## config.mk

```make
export PLATFORM = sky130hd
export DESIGN_NAME = ioctl_upload_reader
export DESIGN_NICKNAME = d
export VERILOG_FILES = /design/src/rtl/ioctl_upload_reader.sv
export SDC_FILE = /design/constraint.sdc
export NUM_CORES = 1
export LEC_CHECK = 0
export ABC_AREA = 1
export CAP_MARGIN = 20
export CORE_MARGIN = 5
export CORE_UTILIZATION = 45
export DETAILED_ROUTE_END_ITERATION = 10
export PLACE_DENSITY_LB_ADDON = 0.25
export SLEW_MARGIN = 20
export SYNTH_ARGS = -nofsm -noshare
export SYNTH_HDL_FRONTEND = slang
export SYNTH_SLANG_ARGS = --single-unit
```

## constraint.sdc

```tcl
create_clock -name clk_sys -period 2 [get_ports clk_sys]
set_input_delay 0.2 -clock clk_sys [delete_from_list [all_inputs] [get_ports clk_sys]]
set_output_delay 0.2 -clock clk_sys [all_outputs]
set_load 0.005 [all_outputs]
```

## src/rtl/ioctl_upload_reader.sv

```systemverilog
// HPS ioctl upload responder: serves byte reads from a shared memory read port.
// Optional UPLOAD_CHECKSUM_EN: address DEPTH returns the running sum of in-range bytes.
module ioctl_upload_reader #(
  parameter int          ADDR_W       = 10,
  parameter logic [7:0]  UPLOAD_INDEX = 8'd4
) (
  input  logic              clk_sys,
  input  logic              reset,
  input  logic              ioctl_upload,
  input  logic [7:0]        ioctl_index,
  input  logic              ioctl_rd,
  input  logic [24:0]       ioctl_addr,
  output logic [7:0]        ioctl_din,
  output logic              ioctl_wait,
  output logic              mem_req,
  output logic [ADDR_W-1:0] mem_addr,
  input  logic              mem_gnt,
  input  logic [7:0]        mem_q,
  output logic              active
);

  // state | meaning
  // IDLE  | waiting for a captured read strobe
  // REQ   | requesting the memory port, holding until granted
  // DATA  | memory byte valid this cycle, return it to the HPS
  // DONE  | out-of-range address, return the fixed/checksum byte
  typedef enum logic [1:0] {S_IDLE, S_REQ, S_DATA, S_DONE} state_t;

  localparam logic [24:0] DEPTH = 25'(1) << ADDR_W;

  state_t      r_state;
  logic        r_rd;
  logic [24:0] r_addr;
  logic        w_match;
  logic        w_in_range;
  logic [7:0]  w_oor_byte;

  assign w_match    = ioctl_upload && (ioctl_index == UPLOAD_INDEX);
  assign w_in_range = (r_addr < DEPTH);

`ifdef UPLOAD_CHECKSUM_EN
  logic [7:0] r_sum;
  assign w_oor_byte = (r_addr == DEPTH) ? r_sum : 8'hFF;
`else
  assign w_oor_byte = 8'hFF;
`endif

  // The strobe is registered first so the FSM acts one edge after the HPS
  // sample; this yields the two-cycle wait window for an immediate grant.
  always_ff @(posedge clk_sys or posedge reset) begin
    if (reset) begin
      r_state    <= S_IDLE;
      r_rd       <= 1'b0;
      r_addr     <= '0;
      ioctl_din  <= 8'h00;
      ioctl_wait <= 1'b0;
      mem_req    <= 1'b0;
      mem_addr   <= '0;
      active     <= 1'b0;
`ifdef UPLOAD_CHECKSUM_EN
      r_sum      <= 8'h00;
`endif
    end else begin
      active <= w_match;
      r_rd   <= 1'b0;
`ifdef UPLOAD_CHECKSUM_EN
      if (w_match && !active)
        r_sum <= 8'h00;
`endif
      if (!w_match) begin
        // Session ended: drop everything, keep the last returned byte.
        r_state    <= S_IDLE;
        mem_req    <= 1'b0;
        ioctl_wait <= 1'b0;
      end else begin
        case (r_state)
          S_IDLE: begin
            if (active && ioctl_rd && !r_rd) begin
              r_rd   <= 1'b1;
              r_addr <= ioctl_addr;
            end
            if (r_rd) begin
              ioctl_wait <= 1'b1;
              if (w_in_range) begin
                r_state  <= S_REQ;
                mem_req  <= 1'b1;
                mem_addr <= r_addr[ADDR_W-1:0];
              end else begin
                r_state <= S_DONE;
              end
            end
          end
          S_REQ: begin
            if (mem_gnt) begin
              mem_req <= 1'b0;
              r_state <= S_DATA;
            end
          end
          S_DATA: begin
            ioctl_din  <= mem_q;
`ifdef UPLOAD_CHECKSUM_EN
            r_sum      <= r_sum + mem_q;
`endif
            ioctl_wait <= 1'b0;
            r_state    <= S_IDLE;
          end
          S_DONE: begin
            ioctl_din  <= w_oor_byte;
            ioctl_wait <= 1'b0;
            r_state    <= S_IDLE;
          end
          default: r_state <= S_IDLE;
        endcase
      end
    end
  end

endmodule

```

# Yosys cells after proc, flatten, opt, wreduce, memory -nomap -nowiden
# Index checks and enable logic that the tools add are counted.
# totals
regBits	49
in_bits	46
elab_cells	48
# op_classes
magnitude_cmp	1
eq_ne	9
mux	17
n_reduce_logical	13
# op_table
op	n
< comparator 25 x 11 -> 1 bit (second input constant)	1
one-hot mux 8 bit (2 select lines)	1
2-to-1 mux 1 bit	9
!= test 3 bit (second input constant)	3
equality test 8 x 3 -> 1 bit (second input constant)	1
2-to-1 mux 2 bit	4
AND reduction 4 bit	2
one-hot mux 2 bit (3 select lines)	1
AND reduction 2 bit	3
equality test 2 bit (second input constant)	2
one-hot mux 1 bit (2 select lines)	2
logical AND 1 bit	3
!= test 3 x 1 -> 1 bit (second input constant)	1
!= test 3 x 2 -> 1 bit (second input constant)	1
AND reduction 3 bit	1
equality test 2 x 1 -> 1 bit (second input constant)	1
zero test 2 bit	1
nonzero test 2 bit	1
OR reduction 2 bit	1
zero test 1 bit	1

# Logic depth before layout (Yosys ltp)
# logic_depth
ltp_word	5
mapped_depth	10
depth_no_buf	10

# Least setup slack after synthesis
# No wires, ideal clock.
# synth_path
path_type	register to register
startpoint	reg r_state[0]
endpoint	reg r_addr[4]
setup_time_ns	0.126
t_arrival_ns	1.199
required_time_ns	1.874
setup_slack_ns	0.675
stages_incl_launch_ff	9
path_buffers	2
period_less_slack_ns	1.325
path_cell_list	dfrtp_1 > buf_6 > clkinv_2 > nand2_2 > nor2_2 > nand4_4 > inv_6 > buf_8 > o21ai_0
# synth_via
elab_chain_cells	2
# synth_lines
element	line	text
start: declaration	31	state_t r_state;
start signal: assignment	52	r_state <= S_IDLE;
start signal: assignment	72	r_state <= S_IDLE;
start signal: assignment	85	r_state <= S_REQ;
zero test 2 bit	76	case (r_state)
AND reduction 3 bit (no source line)	--	
end signal: assignment	80	r_addr <= ioctl_addr;
end: declaration	33	logic [24:0] r_addr;
# Every way passes these cells.
# A chain may end at the register's enable or synchronous reset.

# Final worst setup path
# layout_path
startpoint	in ioctl_upload
endpoint	reg ioctl_din[3]
# layout_via
elab_chain_cells	2
# layout_lines
element	line	text
start: declaration	9	input logic ioctl_upload,
logical AND 1 bit	38	assign w_match = ioctl_upload && (ioctl_index == UPLOAD_INDEX);
net w_match	34	logic w_match;
AND reduction 2 bit (no source line)	--	
end signal: assignment	100	ioctl_din <= mem_q;
end signal: assignment	108	ioctl_din <= w_oor_byte;
end: declaration	13	output logic [7:0] ioctl_din,
# The timed path passes the listed nets, and every way through them passes these cells.

==> impl_metrics.py <==
metrics = {
    "timing": {
        "fin_skew_ns": 0.00881,
        "min_period_ns": 1.52,
        "setup_viol": 0,
        "slew_headroom_pct": 72.8,
        "rsz0062_at_grt": "no",
        "finalHoldViolCount": 0,
        "drv_slew": 0,
        "fmax_mhz": 657,
        "whs_ns": 0.216,
        "setup-tns-final_ns": 0,
        "layout_setup_ws_ns": 0.477,
        "tightest_slew_ns": 0.408,
        "min_period_over_period_pct": 76.1,
    },
    "route": {
        "wl_per_cell_um": 11.9,
        "drt_wl_total_um": 4370,
        "drtIter0Drc": 96,
        "vias_per_cell": 4.62,
        "drc": 0,
        "num_vias": 1690,
        "ant_nets": 0,
        "drt_first_pass_iters": 4,
    },
    "yosys": {
        "async_reset_ff_share_pct": 100,
        "ys_ff_latch": 49,
        "synthFlopType": "dfrtp_1",
        "yosys.area.top_type": "dfrtp_1",
        "netlist_top_cells_area": "dfrtp_1 58%, nand2_1 14%, nor2_1 5.7%",
        "synth_cells": 242,
        "yosysTopAreaCellShare_pct": 58.2,
        "synth_edf_count": 0,
        "synth_cell_type_count": 21,
        "syn_nets": 288,
        "synth_area_um2": 2110,
        "ys_seq_area_share_pct": 58.2,
        "synth_warnings": 0,
        "avgSynthCellArea_um2": 8.71,
    },
    "placement": {
        "hpwlAfterDp_um": 3280,
        "place_ws_ns": 0.169,
        "numPortBuffers": 66,
        "numPlacedInstances": 358,
        "gp_congestion": 0.814,
    },
    "critical_path": {
        "cp.required_ns": 2.22,
        "worstSetupStartpointType": "primary input",
        "crit_arrival_ns": 1.75,
        "critPathSlowestCell": "clkdlybuf4s50_1",
        "crit_type": "primary input to register",
        "cp_common_cell": "nor2_1",
        "r2r_cells": 7,
        "slowest_delay_ns": 0.46,
        "endpoint_kind": "register",
        "path_cells": "clkdlybuf4s50_1 -> inv_1 -> nor2_1 -> nand3_2 -> nor2_8 -> nand2_1 -> inv_1 -> nor2_1 -> nor2_1",
        "rrSetupSlack_ns": 0.48,
        "cp_max_fo": 11,
    },
    "power_and_ir_drop": {
        "power.internal_mw": 1.39,
        "power.switching_uw": 355,
        "fin_total_pwr_mw": 1.74,
        "power-per-cell-area_nw_per_um2": 600,
        "p_seq_share_pct": 56.9,
        "peakVddDrop_uv": 374,
        "p_leak_nw": 1.49,
        "combPwrFrac_pct": 7.1,
        "clkPwrFrac_pct": 36.0,
        "swShare_pct": 20.4,
    },
    "global_routing": {
        "grt_pass1_wl_um": 7470,
        "grt_start_max_net_pins": 38,
        "gr-total-overflow": 0,
        "grt_util_all_layers_pct": 15.2,
        "grt_pass1_vias": 1653,
        "antenna_found_initial": 0,
    },
    "cts": {
        "cts_tree": "built",
        "cts_hold_buf": 0,
        "clock_path_buffers": 2,
        "cts.clk_slew.worst_paths_ns": 0.08,
        "cts.sinks": 49,
        "insertion_delay_ns": 0.30,
        "h-tree-depth": 2,
        "cts_made_buffers": 5,
        "cts-root-buf": "clkbuf_8",
        "cts_resized": 0,
        "post-cts-setup-buffers": 0,
    },
    "floorplan": {
        "num_rows": 25,
        "fp.dieW_um": 78.4,
        "die_height_um": 78.4,
        "coreArea_um2": 4630,
        "ios": 67,
        "die_area_um2": 6150,
        "start_util_pct": 45.5,
    },
    "layout": {
        "layout-drive-gt1-share_pct": 7.69,
        "nNetsFinal": 357,
        "antenna_cells": 0,
        "fin_cells": 366,
        "area_growth_pct": 37.6,
    },
    "job": {
        "maxCapViolCount": 0,
    },
    "run_status": {
        "status": "completed",
    },
    "hold_path": {
        "holdCritPathClass": "primary input to async pin",
    },
}
[path summary, 6_finish.rpt]
check                                        from                       end
max in group asynchronous                   reset    r_addr[10]$_DFFE_PP0P_
hold / removal                              reset   mem_addr[8]$_DFFE_PP0P_
setup / recovery                     ioctl_upload  ioctl_din[3]$_DFFE_PP0P_
hold reg to reg            r_addr[11]$_DFFE_PP0P_    r_addr[11]$_DFFE_PP0P_
setup reg to reg           r_state[0]$_DFFE_PP0P_       mem_req$_DFFE_PP0P_
min in group clk_sys               ioctl_addr[20]    r_addr[20]$_DFFE_PP0P_
[critical path, delay by kind of cell]
family | cells | cell delay (ns)
buf+inv | 3 | 0.77
simple gates | 6 | 0.77
[cell type report]
| type | count | area, um^2 |
|---|---|---|
| clock inverters | 1 | 5.00 |
| inverters | 28 | 111 |
| repair buffers | 70 | 691 |
| clock buffers | 7 | 96.3 |
| fillers | 427 | 1730 |
| well taps | 54 | 67.6 |
| flip-flops and latches | 49 | 1230 |
| multi-input cells | 157 | 704 |
[cell usage in the layout (no fill, tap or decap), types with 2 or more instances in the layout]
cell,Yosys,routed
nand2_1,81,81
clkinv_2,1,2
nor2_1,32,32
o21ai_2,4,4
nand3_1,5,5
clkdlybuf4s50_1,0,66
inv_1,26,25
buf_4,0,4
o21ai_0,19,19
dfrtp_1,49,49
clkbuf_8,0,7
nor3_1,9,9
[synthesized netlist by cell type, types with 2 or more instances]
cell type	number
buf_2	2
clkbuf_1	2
o21ai_2	4
dfrtp_1	49
nand3_1	5
nor3_1	9
nand2_1	81
nor2_1	32
inv_1	26
o21ai_0	19
buf_6	3
[through the flow]
stage | util, % | instance area, um^2
5_1_grt | 62.7 | 2900
2_1_floorplan | - | 2110
6_report | 62.7 | 2900
4_1_cts | 62.7 | 2900
3_3_place_gp | 60.5 | 2800
3_5_place_dp | 60.5 | 2800
[cells by family after synthesis]
family          count (synthesis)  share of synthesized area, %
simple gates                  133                          26.8
flops                          49                          58.2
buf+inv                        36                          8.43
compound gates                 24                          6.65
[flip-flops by register name, indices dropped and copies added, names as in the netlist]
| register | flops |
|---|---|
| active | 1 |
| ioctl_din | 8 |
| ioctl_wait | 1 |
| mem_addr | 10 |
| mem_req | 1 |
| r_addr | 25 |
| r_rd | 1 |
| r_state | 2 |
[per-layer routing]
metal | part of all wire, % | global-route usage [%] | wire length, um
met1 | 44 | 18.8 | 1910
met4 | 0.66 | 3.67 | 29
met2 | 49 | 26.3 | 2160
met3 | 6.2 | 4.36 | 273
met5 | 0 | 0 | 0
[power groups by stage]
stage / registers, mW / clock network (mW) / logic, mW
after global placement: 1.01 / 0 / 0.125
final: 0.990 / 0.626 / 0.124
after detailed placement: 1.01 / 0 / 0.126
after CTS: 0.990 / 0.651 / 0.127
after floorplan: 1.01 / 0 / 0.0248
after global routing: 0.990 / 0.682 / 0.136
No activity file was read; power rests on OpenSTA's default activity.
